## src/rtl/scan_select_if.sv

```systemverilog
// Control/status bundle between a scan controller and scan_select_seq.
// No handshake: run/mask/dwell are levels, sel/en/tick/busy are registered status.
interface scan_select_if #(
    parameter int DWELL_W = 16
);
    logic               run;
    logic [3:0]         mask;
    logic [DWELL_W-1:0] dwell;
    logic [1:0]         sel;
    logic               en;
    logic               tick;
    logic               busy;

    modport master (
        output run, mask, dwell,
        input  sel, en, tick, busy
    );

    modport slave (
        input  run, mask, dwell,
        output sel, en, tick, busy
    );
endinterface

```

## src/rtl/scan_select_seq.sv

```systemverilog
// Round-robin 4-channel decoder sequencer: BLANK_CYC cycles en low, then max(dwell,1) cycles en high.
// Outputs registered (one-edge latency from inputs); no backpressure, run=0 stops on the next edge.
module scan_select_seq #(
    parameter int DWELL_W   = 16,
    parameter int BLANK_CYC = 2
) (
    input  logic          clk,
    input  logic          rst_n,
    scan_select_if.slave  bus
);
    typedef enum logic [1:0] {
        IDLE  = 2'd0,
        BLANK = 2'd1,
        DWELL = 2'd2
    } state_t;

    localparam logic [DWELL_W-1:0] BLANK_LD = DWELL_W'(BLANK_CYC - 1);

    state_t             state_q, state_d;
    logic [DWELL_W-1:0] cnt_q, cnt_d;
    logic [1:0]         sel_q, sel_d;
    logic               en_q, en_d;
    logic               tick_q, tick_d;
    logic               busy_q, busy_d;

    logic [1:0]         lowest_ch;
    logic [1:0]         next_ch;
    logic [DWELL_W-1:0] dwell_ld;

    // Later loop iterations override earlier ones, so the highest-priority hit is visited last.
    always_comb begin
        lowest_ch = 2'd0;
        for (int i = 3; i >= 0; i--) begin
            if (bus.mask[i]) lowest_ch = 2'(i);
        end
        next_ch = sel_q;
        for (int k = 4; k >= 1; k--) begin
            if (bus.mask[sel_q + 2'(k)]) next_ch = sel_q + 2'(k);
        end
        dwell_ld = (bus.dwell == '0) ? '0 : bus.dwell - 1'b1;
    end

    always_comb begin
        state_d = state_q;
        cnt_d   = cnt_q;
        sel_d   = sel_q;
        tick_d  = 1'b0;
        if (!bus.run) begin
            state_d = IDLE;
        end else begin
            case (state_q)
                IDLE: begin
                    if (bus.mask != 4'd0) begin
                        state_d = BLANK;
                        sel_d   = lowest_ch;
                        cnt_d   = BLANK_LD;
                    end
                end
                BLANK: begin
                    if (cnt_q == '0) begin
                        state_d = DWELL;
                        cnt_d   = dwell_ld;
                    end else begin
                        cnt_d = cnt_q - 1'b1;
                    end
                end
                DWELL: begin
                    if (cnt_q == '0) begin
                        if (bus.mask == 4'd0) begin
                            state_d = IDLE;
                        end else begin
                            state_d = BLANK;
                            sel_d   = next_ch;
                            tick_d  = 1'b1;
                            cnt_d   = BLANK_LD;
                        end
                    end else begin
                        cnt_d = cnt_q - 1'b1;
                    end
                end
                default: state_d = IDLE;
            endcase
        end
        if (state_d == IDLE) cnt_d = '0;
        en_d   = (state_d == DWELL);
        busy_d = (state_d != IDLE);
    end

    always_ff @(posedge clk or negedge rst_n) begin
        if (!rst_n) begin
            state_q <= IDLE;
            cnt_q   <= '0;
            sel_q   <= 2'd0;
            en_q    <= 1'b0;
            tick_q  <= 1'b0;
            busy_q  <= 1'b0;
        end else begin
            state_q <= state_d;
            cnt_q   <= cnt_d;
            sel_q   <= sel_d;
            en_q    <= en_d;
            tick_q  <= tick_d;
            busy_q  <= busy_d;
        end
    end

    assign bus.sel  = sel_q;
    assign bus.en   = en_q;
    assign bus.tick = tick_q;
    assign bus.busy = busy_q;
endmodule
```

## src/flat_wrapper.sv

```systemverilog
// flat-port wrapper written by rule: the top's interface ports become plain ports
module scan_select_seq_flat 
#(
    parameter int DWELL_W   = 16,
    parameter int BLANK_CYC = 2
)
  (clk, rst_n, bus_run, bus_mask, bus_dwell, bus_sel, bus_en, bus_tick, bus_busy);
  scan_select_if #(.DWELL_W(DWELL_W)) bus_i ();
  input  logic clk;
  input  logic rst_n;
  input wire logic [$bits(bus_i.run)-1:0] bus_run;
  input wire logic [$bits(bus_i.mask)-1:0] bus_mask;
  input wire logic [$bits(bus_i.dwell)-1:0] bus_dwell;
  output wire logic [$bits(bus_i.sel)-1:0] bus_sel;
  output wire logic [$bits(bus_i.en)-1:0] bus_en;
  output wire logic [$bits(bus_i.tick)-1:0] bus_tick;
  output wire logic [$bits(bus_i.busy)-1:0] bus_busy;
  assign bus_i.run = bus_run;
  assign bus_i.mask = bus_mask;
  assign bus_i.dwell = bus_dwell;
  assign bus_sel = bus_i.sel;
  assign bus_en = bus_i.en;
  assign bus_tick = bus_i.tick;
  assign bus_busy = bus_i.busy;
  scan_select_seq #(.DWELL_W(DWELL_W), .BLANK_CYC(BLANK_CYC)) u_core (.clk(clk), .rst_n(rst_n), .bus(bus_i));
endmodule
```

## config.mk

```make
export PLATFORM = sky130hd
export DESIGN_NAME = scan_select_seq_flat
export DESIGN_NICKNAME = d
export VERILOG_FILES = /design/src/rtl/scan_select_if.sv /design/src/rtl/scan_select_seq.sv /design/src/flat_wrapper.sv
export SDC_FILE = /design/constraint.sdc
export NUM_CORES = 1
export LEC_CHECK = 0
export CAP_MARGIN = 20
export CORE_UTILIZATION = 40
export CTS_BUF_LIST = sky130_fd_sc_hd__clkbuf_16
export DETAILED_ROUTE_END_ITERATION = 10
export PLACE_DENSITY_LB_ADDON = 0.05
export SLEW_MARGIN = 20
export SYNTH_ARGS = -nofsm -noshare
export SYNTH_HDL_FRONTEND = slang
export SYNTH_SLANG_ARGS = --single-unit
```

## constraint.sdc

```tcl
create_clock -name clk -period 3.4 [get_ports clk]
set_input_delay 0.51 -clock clk [delete_from_list [all_inputs] [get_ports clk]]
set_output_delay 0.51 -clock clk [all_outputs]
set_load 0.005 [all_outputs]
```

==> results by stage, run 1 <==
Synthesis:
- The synthesized netlist devotes 23.9% of its cell area to compound gates.
- The average instance in the mapped netlist occupies 8.23 um2.
- In the synthesized netlist, mux cells make up 2.24% of the area.
- The share of synthesized registers carrying an async set or reset is 100%.
- Among all flip-flop cells after synthesis, the most frequent one is sky130_fd_sc_hd__dfrtp_1.
- The post-synthesis cell area is 0.00223 mm2.
- Summing the areas of all xor and xnor instances in the mapped netlist gives 5.50% of the synthesized area.
- The number of library cell types mapped by synthesis is 69.
- The simple logic cell fraction of the synthesized area is 32.5%.
- The share of synthesized cell area in full adder, half adder and majority cells is 3.93%.
- The number of synthesized register bits is 23.
- The dominant cell type by area after synthesis is sky130_fd_sc_hd__dfrtp_1.
- The most common cell in the synthesized netlist is sky130_fd_sc_hd__dfrtp_1.
- Counting every net in the synthesized netlist gives 301.
- The number of instances in the synthesized netlist is 271.
- The area share of the leading cell type in the synthesized netlist is 25.8%.
- The count of flip-flops with a built-in enable after synthesis is 0.
- Sequential elements use 25.8% of the synthesized area.
- In the post-synthesis netlist, the biggest area contributors are sky130_fd_sc_hd__dfrtp_1, sky130_fd_sc_hd__a21oi_1, sky130_fd_sc_hd__nor3_1.
- The largest family of logic cells by synthesized area is simple AND/OR/NAND/NOR gates.
- Yosys printed 0 warnings.
- In the synthesized netlist, the cells that appear most often are sky130_fd_sc_hd__dfrtp_1, sky130_fd_sc_hd__a21oi_1, sky130_fd_sc_hd__nor3_1.

Global route:
- The total overflow reported by the global router is 0.
- The via count of the first global-routing pass came to 2065.
- For this run, the total global-route usage over all layers was measured as 22.1%.
- The first global-routing pass estimated 10400 um of wire.
- The pin count of the biggest net entering global routing is 24.
- The number of antenna violations at the first check in global routing is 0.

Floorplanning:
- The number of rows created at floorplan is 26.
- The floorplan step defined a die boundary enclosing 0.00588 mm2.
- Measured along the x axis, the die boundary spans 76.7 um.
- From bottom edge to top edge, the die measures 76.7 um.
- The total core area is 0.00524 mm2.
- For this design the top-level I/O count stands at 28.
- The effective utilization at floorplan is 42.6%.

Critical path:
- The startpoint identified for the worst register-to-register timing path is u_core.cnt_q[0].
- The end point of the critical path is u_core.cnt_q[11].
- The worst setup path is launched from a flop.
- Of all nets on the critical path, the largest fanout is 13.
- At the worst endpoint, the arrival time is 2.85 ns.
- The critical path is of the flop to flop type.
- The launching instance or port of the critical path is u_core.cnt_q[0].
- STA puts the critical path data required time at 3.58 ns.
- The worst flop-to-flop path endpoint is u_core.cnt_q[11].
- The critical path endpoint category is a flop.
- Measured in cells, the most critical reg-to-reg path has a length of 9.
- The register-to-register path setup slack is 0.73 ns.

Clock tree:
- Post-CTS repair changed the size of 0 cells.
- The clock slew at the register clock pins of the worst setup and hold paths is 0.07 ns.
- The CTS sink count is 23.
- The number of setup buffers added after CTS is 0.
- Counting the buffers created by CTS gives 3.
- The cell sitting at the root of the clock tree is a sky130_fd_sc_hd__clkbuf_16.
- The CTS tree is done.
- The maximum level of the CTS H-tree is 1.
- In this run, post-CTS hold repair placed 0 buffers.
- The maximum clock insertion buffer count is 2.
- The later pin in the worst-skew pair is clocked with a latency of 0.26 ns.

STA:
- After routing, the total negative slack on setup checks comes to 0 ns.
- The maximum clock frequency is 374 MHz.
- The final critical-path share of the clock period is 78.7%.
- The number of failing hold endpoints at the final stage is 0.
- The clock period could shrink to 2.67 ns.
- The transition time at the pin with the least slew margin is 0.696 ns.
- The worst max-slew margin expressed relative to the limit is 53.3%.
- The number of pins exceeding their max-slew limit in the final report is 0.
- For the final database, setup skew stands at 0.00556 ns.
- Setup repair after global routing left no endpoint under its margin.
- Setup violations remaining at the end of the flow were counted as 0.

Power:
- The leakage power summed over all cells is 1.06 nW.
- In this run the power density over the cells is 1050 mW/mm2.
- Across the VDD grid, the largest voltage drop is 0.000576 V.

Drt:
- The mean number of vias per cell is 6.08.
- The met1 routed wirelength after detailed routing is 3020 um.
- The wire length reported by the detailed router is 6190 um.
- The top layer reached by signal wires is met4.
- The count of routing violations after the opening detailed-route iteration is 215.
- The count of nets left with antenna violations once routing finished came out at 0.
- In the routed design, unresolved DRC markers number 0.
- Summed over all nets, wire length on met2 after detailed routing comes to 2740 um.
- The wire length on met3 is 358 um.
- The number of detailed-routing iterations run before antenna repair is 4.
- The via total after detailed routing is 2230.
- The mean routed wirelength per cell is 16.9 um.

Hold path:
- The min-delay analysis places its worst path in the category flop to flop.

Finish:
- The number of filler instances in the final layout is 509.
- The footprint of the flip-flops and latches is 576 um2.
- From synthesis to final layout, the design area changed by 19.2%.
- Summing all multi-input logic gate instances after layout gives 0.00152 mm2.
- The count of antenna diodes in the layout is 0.
- The fraction of final layout cells with drive strength greater than 1 is 13.1%.
- In the final design database the tool counted 328 nets.
- For this run, the share of the core covered by cells in the final layout is 50.8%.

Place:
- The wire-length estimate of the detail-placed layout is 4700 um.
- The congestion estimate from routability-driven global placement came to 0.872.
- The count of buffers added on input and output ports is 27.

Run:
- The max-capacitance violation count is 0.

Status:
- The run finished with clean final reports.
## area by class of cell
class	count	area share [%]
clock buffer	3	2.82
clock inverter	1	0.188
inverter	12	1.69
multi-input combinational	220	57.1
sequential	23	21.6
tap	70	3.29
timing repair buffer	38	13.3
## where the power goes
group | internal, W | switching [W] | leakage, nW
Combinational | 0.000824 | 0.00124 | 0.706
Sequential | 0.000349 | 0.000114 | 0.314
Clock | 0.000159 | 0.000109 | 0.0409
## registers in the layout, indices dropped and copies added, names as in the netlist
signal,flops
u_core.bus.busy,1
u_core.bus.en,1
u_core.bus.sel,2
u_core.bus.tick,1
u_core.cnt_q,16
u_core.state_q,2
## through the flow
| step | cells | setup WS [ns] | hold WS (ns) | total power [W] | cell area [um2] |
|---|---|---|---|---|---|
| 4_1_cts | 367 | 0.739 | 0.545 | 0.00278 | 2660 |
| 3_5_place_dp | 363 | 0.474 | 0.528 | 0.00250 | 2580 |
| 3_3_place_gp | 363 | 0.514 | 0.535 | 0.00253 | 2580 |
| 6_report | 367 | 0.726 | 0.551 | 0.00279 | 2660 |
| 5_1_grt | 367 | 0.467 | 0.568 | 0.00300 | 2660 |
| 2_1_floorplan | 271 | 0.990 | 0.214 | 0.00197 | 2230 |
## critical path, stage by stage (launching register included)
cell and delay, ns:
sky130_fd_sc_hd__dfrtp_1 0.42, sky130_fd_sc_hd__inv_1 0.07, sky130_fd_sc_hd__ha_1 0.20, sky130_fd_sc_hd__or4b_4 0.53
sky130_fd_sc_hd__nor4_4 0.39, sky130_fd_sc_hd__buf_4 0.28, sky130_fd_sc_hd__o211ai_2 0.20, sky130_fd_sc_hd__o22ai_1 0.19
sky130_fd_sc_hd__nand3_1 0.10, sky130_fd_sc_hd__a21oi_1 0.18
## routing by layer
| metal | global-route usage [%] | vias to the layer above |
|---|---|---|
| li1 | - | 1088 |
| met1 | 33.4 | 1077 |
| met2 | 32.8 | 59 |
| met3 | 2.50 | 6 |
| met4 | 5.58 | 0 |
| met5 | 0 | - |
## layout by cell type, fill, tap and decap left out, types with 3 or more instances in the layout
| cell type | instances |
|---|---|
| sky130_fd_sc_hd__a41oi_1 | 3 |
| sky130_fd_sc_hd__o22ai_1 | 4 |
| sky130_fd_sc_hd__nor4_1 | 10 |
| sky130_fd_sc_hd__o211ai_1 | 5 |
| sky130_fd_sc_hd__clkdlybuf4s50_1 | 27 |
| sky130_fd_sc_hd__inv_1 | 12 |
| sky130_fd_sc_hd__buf_4 | 11 |
| sky130_fd_sc_hd__and3b_1 | 3 |
| sky130_fd_sc_hd__o21ai_0 | 16 |
| sky130_fd_sc_hd__dfrtp_1 | 23 |
| sky130_fd_sc_hd__nand4_1 | 7 |
| sky130_fd_sc_hd__o31ai_1 | 4 |
| sky130_fd_sc_hd__mux2i_1 | 5 |
| sky130_fd_sc_hd__nand2b_1 | 3 |
| sky130_fd_sc_hd__nand3_1 | 5 |
| sky130_fd_sc_hd__nand2_1 | 14 |
| sky130_fd_sc_hd__a21oi_1 | 19 |
| sky130_fd_sc_hd__or3_1 | 5 |
| sky130_fd_sc_hd__xnor2_1 | 7 |
| sky130_fd_sc_hd__xor2_1 | 7 |
| sky130_fd_sc_hd__or4_1 | 4 |
| sky130_fd_sc_hd__nor3_1 | 19 |
| sky130_fd_sc_hd__ha_1 | 7 |
| sky130_fd_sc_hd__nor2_1 | 17 |
| sky130_fd_sc_hd__clkbuf_16 | 3 |
## logic make-up after synthesis
group | count (synthesis)
compound gates | 78
xor+xnor | 14
fa+ha+maj | 7
buf+inv | 28
flops | 23
mux | 5
simple gates | 116
## worst min-delay path by stage
stage                               start              end  cells after the start
final                     u_core.cnt_q[1]  u_core.cnt_q[1]                      1
after global routing      u_core.cnt_q[1]  u_core.cnt_q[1]                      1
after CTS                 u_core.cnt_q[1]  u_core.cnt_q[1]                      1
after detailed placement  u_core.cnt_q[1]  u_core.cnt_q[1]                      1
after global placement    u_core.cnt_q[1]  u_core.cnt_q[1]                      1
after floorplan                     rst_n  u_core.bus.busy                      0
Note: power is estimated with default switching activity, not from simulation.
==> inputs of run 2 (changes only) <==
- clock period: 3.4 -> 2.7 ns (I/O delays scaled with it)
==> run 2 against run 1 <==
- clock skew is 0.0041 ns lower
- clock-buffer cell count stayed put
- sequential share of layout area is 1.2 points lower
- non-clock buffer count is 19 higher
- largest power group unchanged
- clock power is 20% higher
- highest routed layer unchanged
- global-route usage is 0.38 points higher
- setup slack worse by 0.55 ns
- final area is 5.8% higher
==> results by stage, run 2 (same netlist as run 1, synthesis figures left out) <==
Clock tree:
- The maximum clock insertion buffer count is 2.
- Counting the buffers created by CTS gives 3.
- The maximum level of the CTS H-tree is 1.
- After clock tree synthesis, the clock-pin slew on the worst setup and hold paths is 0.06 ns.
- The CTS tree is done.
- The post-CTS setup-driven buffer insertion count is 0.
- The clock net in this run drives a total of 23 sinks.
- The cell chosen for the clock root is sky130_fd_sc_hd__clkbuf_16.
- The clock latency on the worst-skew pair is 0.25 ns.
- The hold buffer count at cts is 0.
- Post-CTS repair changed the size of 0 cells.

Floorplanning:
- The initialized floorplan defines 26 standard-cell rows.
- Measured along the y axis, the die boundary spans 76.7 um.
- For this configuration, the core starts out at a cell density of 42.6%.
- The area of the die is 0.00588 mm2.
- For this design the top-level I/O count stands at 28.
- The total core area is 0.00524 mm2.
- The floorplan step set the die width to 76.7 um.

STA:
- The maximum clock frequency is 396 MHz.
- Setup repair after global routing left no endpoint under its margin.
- For the pin with the worst max-slew slack, the measured transition is 0.562 ns.
- The worst max-slew margin expressed relative to the limit is 62.3%.
- Between clock sinks in the finished design, the worst skew comes to 0.00143 ns.
- Setup violations remaining at the end of the flow were counted as 0.
- The post-layout minimum cycle time is 2.53 ns.
- The final critical-path share of the clock period is 93.6%.
- The post-route setup TNS is 0 ns.
- The number of failing hold endpoints at the final stage is 0.
- The post-route worst hold slack is 0.510 ns.
- The number of pins exceeding their max-slew limit in the final report is 0.

Power:
- The leakage power summed over all cells is 1.16 nW.
- IR analysis of the VDD net gives a maximum drop of 0.000874 V.
- Power spread over the standard cell area amounts to 1340 mW/mm2.

Global route:
- The first global-routing pass estimated 10500 um of wire.
- The total overflow reported by the global router is 0.
- The pin count of the biggest net entering global routing is 24.
- For this run, global-route usage on met2 was measured as 34.4%.
- The global routing usage on met3 is 2.86%.
- The via count of the first global-routing pass was 2093.
- The number of antenna violations at the first check in global routing is 0.
- The layer carrying the most global-route usage is met2.
- The global-route usage over all layers is 22.4%.
- The met1 demand-to-capacity share in global routing is 33.6%.

Finish:
- The number of filler instances in the final layout is 530.
- In the final layout, the multi-input gates occupy 0.00152 mm2.
- The number of nets in the final layout is 347.
- The fraction of final layout cells with drive strength greater than 1 is 18.0%.
- The register with the most flip-flops in the layout has 16 of them.
- From synthesis to final layout, the design area changed by 26.1%.
- Leaving out fill and tap cells, the most frequent cells in the layout are sky130_fd_sc_hd__buf_4, sky130_fd_sc_hd__clkdlybuf4s50_1, sky130_fd_sc_hd__dfrtp_1, sky130_fd_sc_hd__nor3_1, sky130_fd_sc_hd__a21oi_1.
- The largest register by flop count is u_core.cnt_q.
- The commonest non-fill, non-tap cell in the layout is sky130_fd_sc_hd__buf_4.
- The sequential cells in the finished layout cover a total of 576 um2.
- The count of antenna diodes in the layout is 0.

Critical path:
- The critical path endpoint category is a flop.
- The startpoint-to-endpoint class of the critical path is flop to flop.
- The critical path required time is 2.88 ns.
- The critical path goes through inv_1 > ha_1 > or4b_4 > nor4_4 > buf_4 > a311oi_2 > nand3_2 > nand2_2 > nor3_2.
- STA classifies the critical path startpoint as a flop.
- In this run the worst path has a maximum fanout of 11.
- The critical path contains buffers and inverters numbering 2 combined.
- The largest delay contributor family on the critical path is simple AND/OR/NAND/NOR gates.
- The delay of the slowest cell on the worst path is 0.53 ns.
- The cell at the slowest stage of the critical path is sky130_fd_sc_hd__or4b_4.
- At the worst endpoint, the arrival time is 2.71 ns.

Place:
- The number of port buffers is 27.
- Detailed placement ended at an HPWL of 5040 um.
- The final weighted congestion in routability-driven placement is 0.842.

Drt:
- The number of detailed-routing iterations run before antenna repair is 4.
- The wire length reported by the detailed router is 6270 um.
- In the final routed layout, each cell accounts on average for 16.3 um.
- The count of nets left with antenna violations once routing finished came out at 0.
- The post-route DRC violation count is 0.
- For this block, the initial DRC count from the detailed router was 127.
- For this block, the via count after detailed routing is 2241.
- The mean number of vias per cell is 5.81.

Run:
- The max-capacitance violation count is 0.

Status:
- The run finished with clean final reports.

Hold path:
- In this run the worst hold path is classified as input pin to async pin.
[run 2: changes by cell type in the layout (fill, tap and decap cells not counted), sizes merged]
cell / delta
inv: +1
buf: +19
clkinv: -1
[run 2: per-stage QoR]
stage	utilization (%)	power, W	setup slack, ns	std cells	cell area, um2
floorplan	-	0.00249	0.290	271	2230
global placement	52.2	0.00342	0.0844	382	2730
detailed placement	52.2	0.00342	0.0911	382	2730
CTS	53.7	0.00375	0.184	386	2810
global route	53.7	0.00407	0.00794	386	2810
finish	53.7	0.00376	0.172	386	2810
[run 2: routing by layer]
metal	up-vias	share of wire (%)
met5	-	0
met4	0	0.40
met3	2	4.0
met2	38	45
met1	1074	50
li1	1127	-
[run 2: worst paths after layout]
path | start | slack, ns | cells past startpoint | end
min in group clk | u_core.cnt_q[1] | 0.55 | 1 | u_core.cnt_q[1]
max | u_core.cnt_q[1] | 0.17 | 9 | u_core.cnt_q[12]
min | rst_n | 0.51 | 2 | u_core.bus.sel[1]
min reg2reg | u_core.cnt_q[1] | 0.55 | 1 | u_core.cnt_q[1]
max reg2reg | u_core.cnt_q[1] | 0.17 | 9 | u_core.cnt_q[12]
max in group asynchronous | rst_n | 1.95 | 2 | u_core.state_q[0]
[run 2: power breakdown]
group | switching (W) | total (W) | internal, W
combinational | 0.00164 | 0.00288 | 0.00124
clock | 0.000122 | 0.000320 | 0.000198
sequential | 0.000125 | 0.000566 | 0.000440
[run 2: final cells by class]
cell class                 count  share of cell area, %
inverter                      12                   1.60
multi-input combinational    220                   54.0
clock inverter                 1                  0.133
sequential                    23                   20.5
clock buffer                   3                   2.67
tap                           70                   3.11
timing repair buffer          57                   18.1
==> inputs of run 3 (changes only) <==
- SKIP_LAST_GASP: unset -> 1
==> results of run 3 <==
The final DEF is identical to that of run 2; final timing and power are the same.
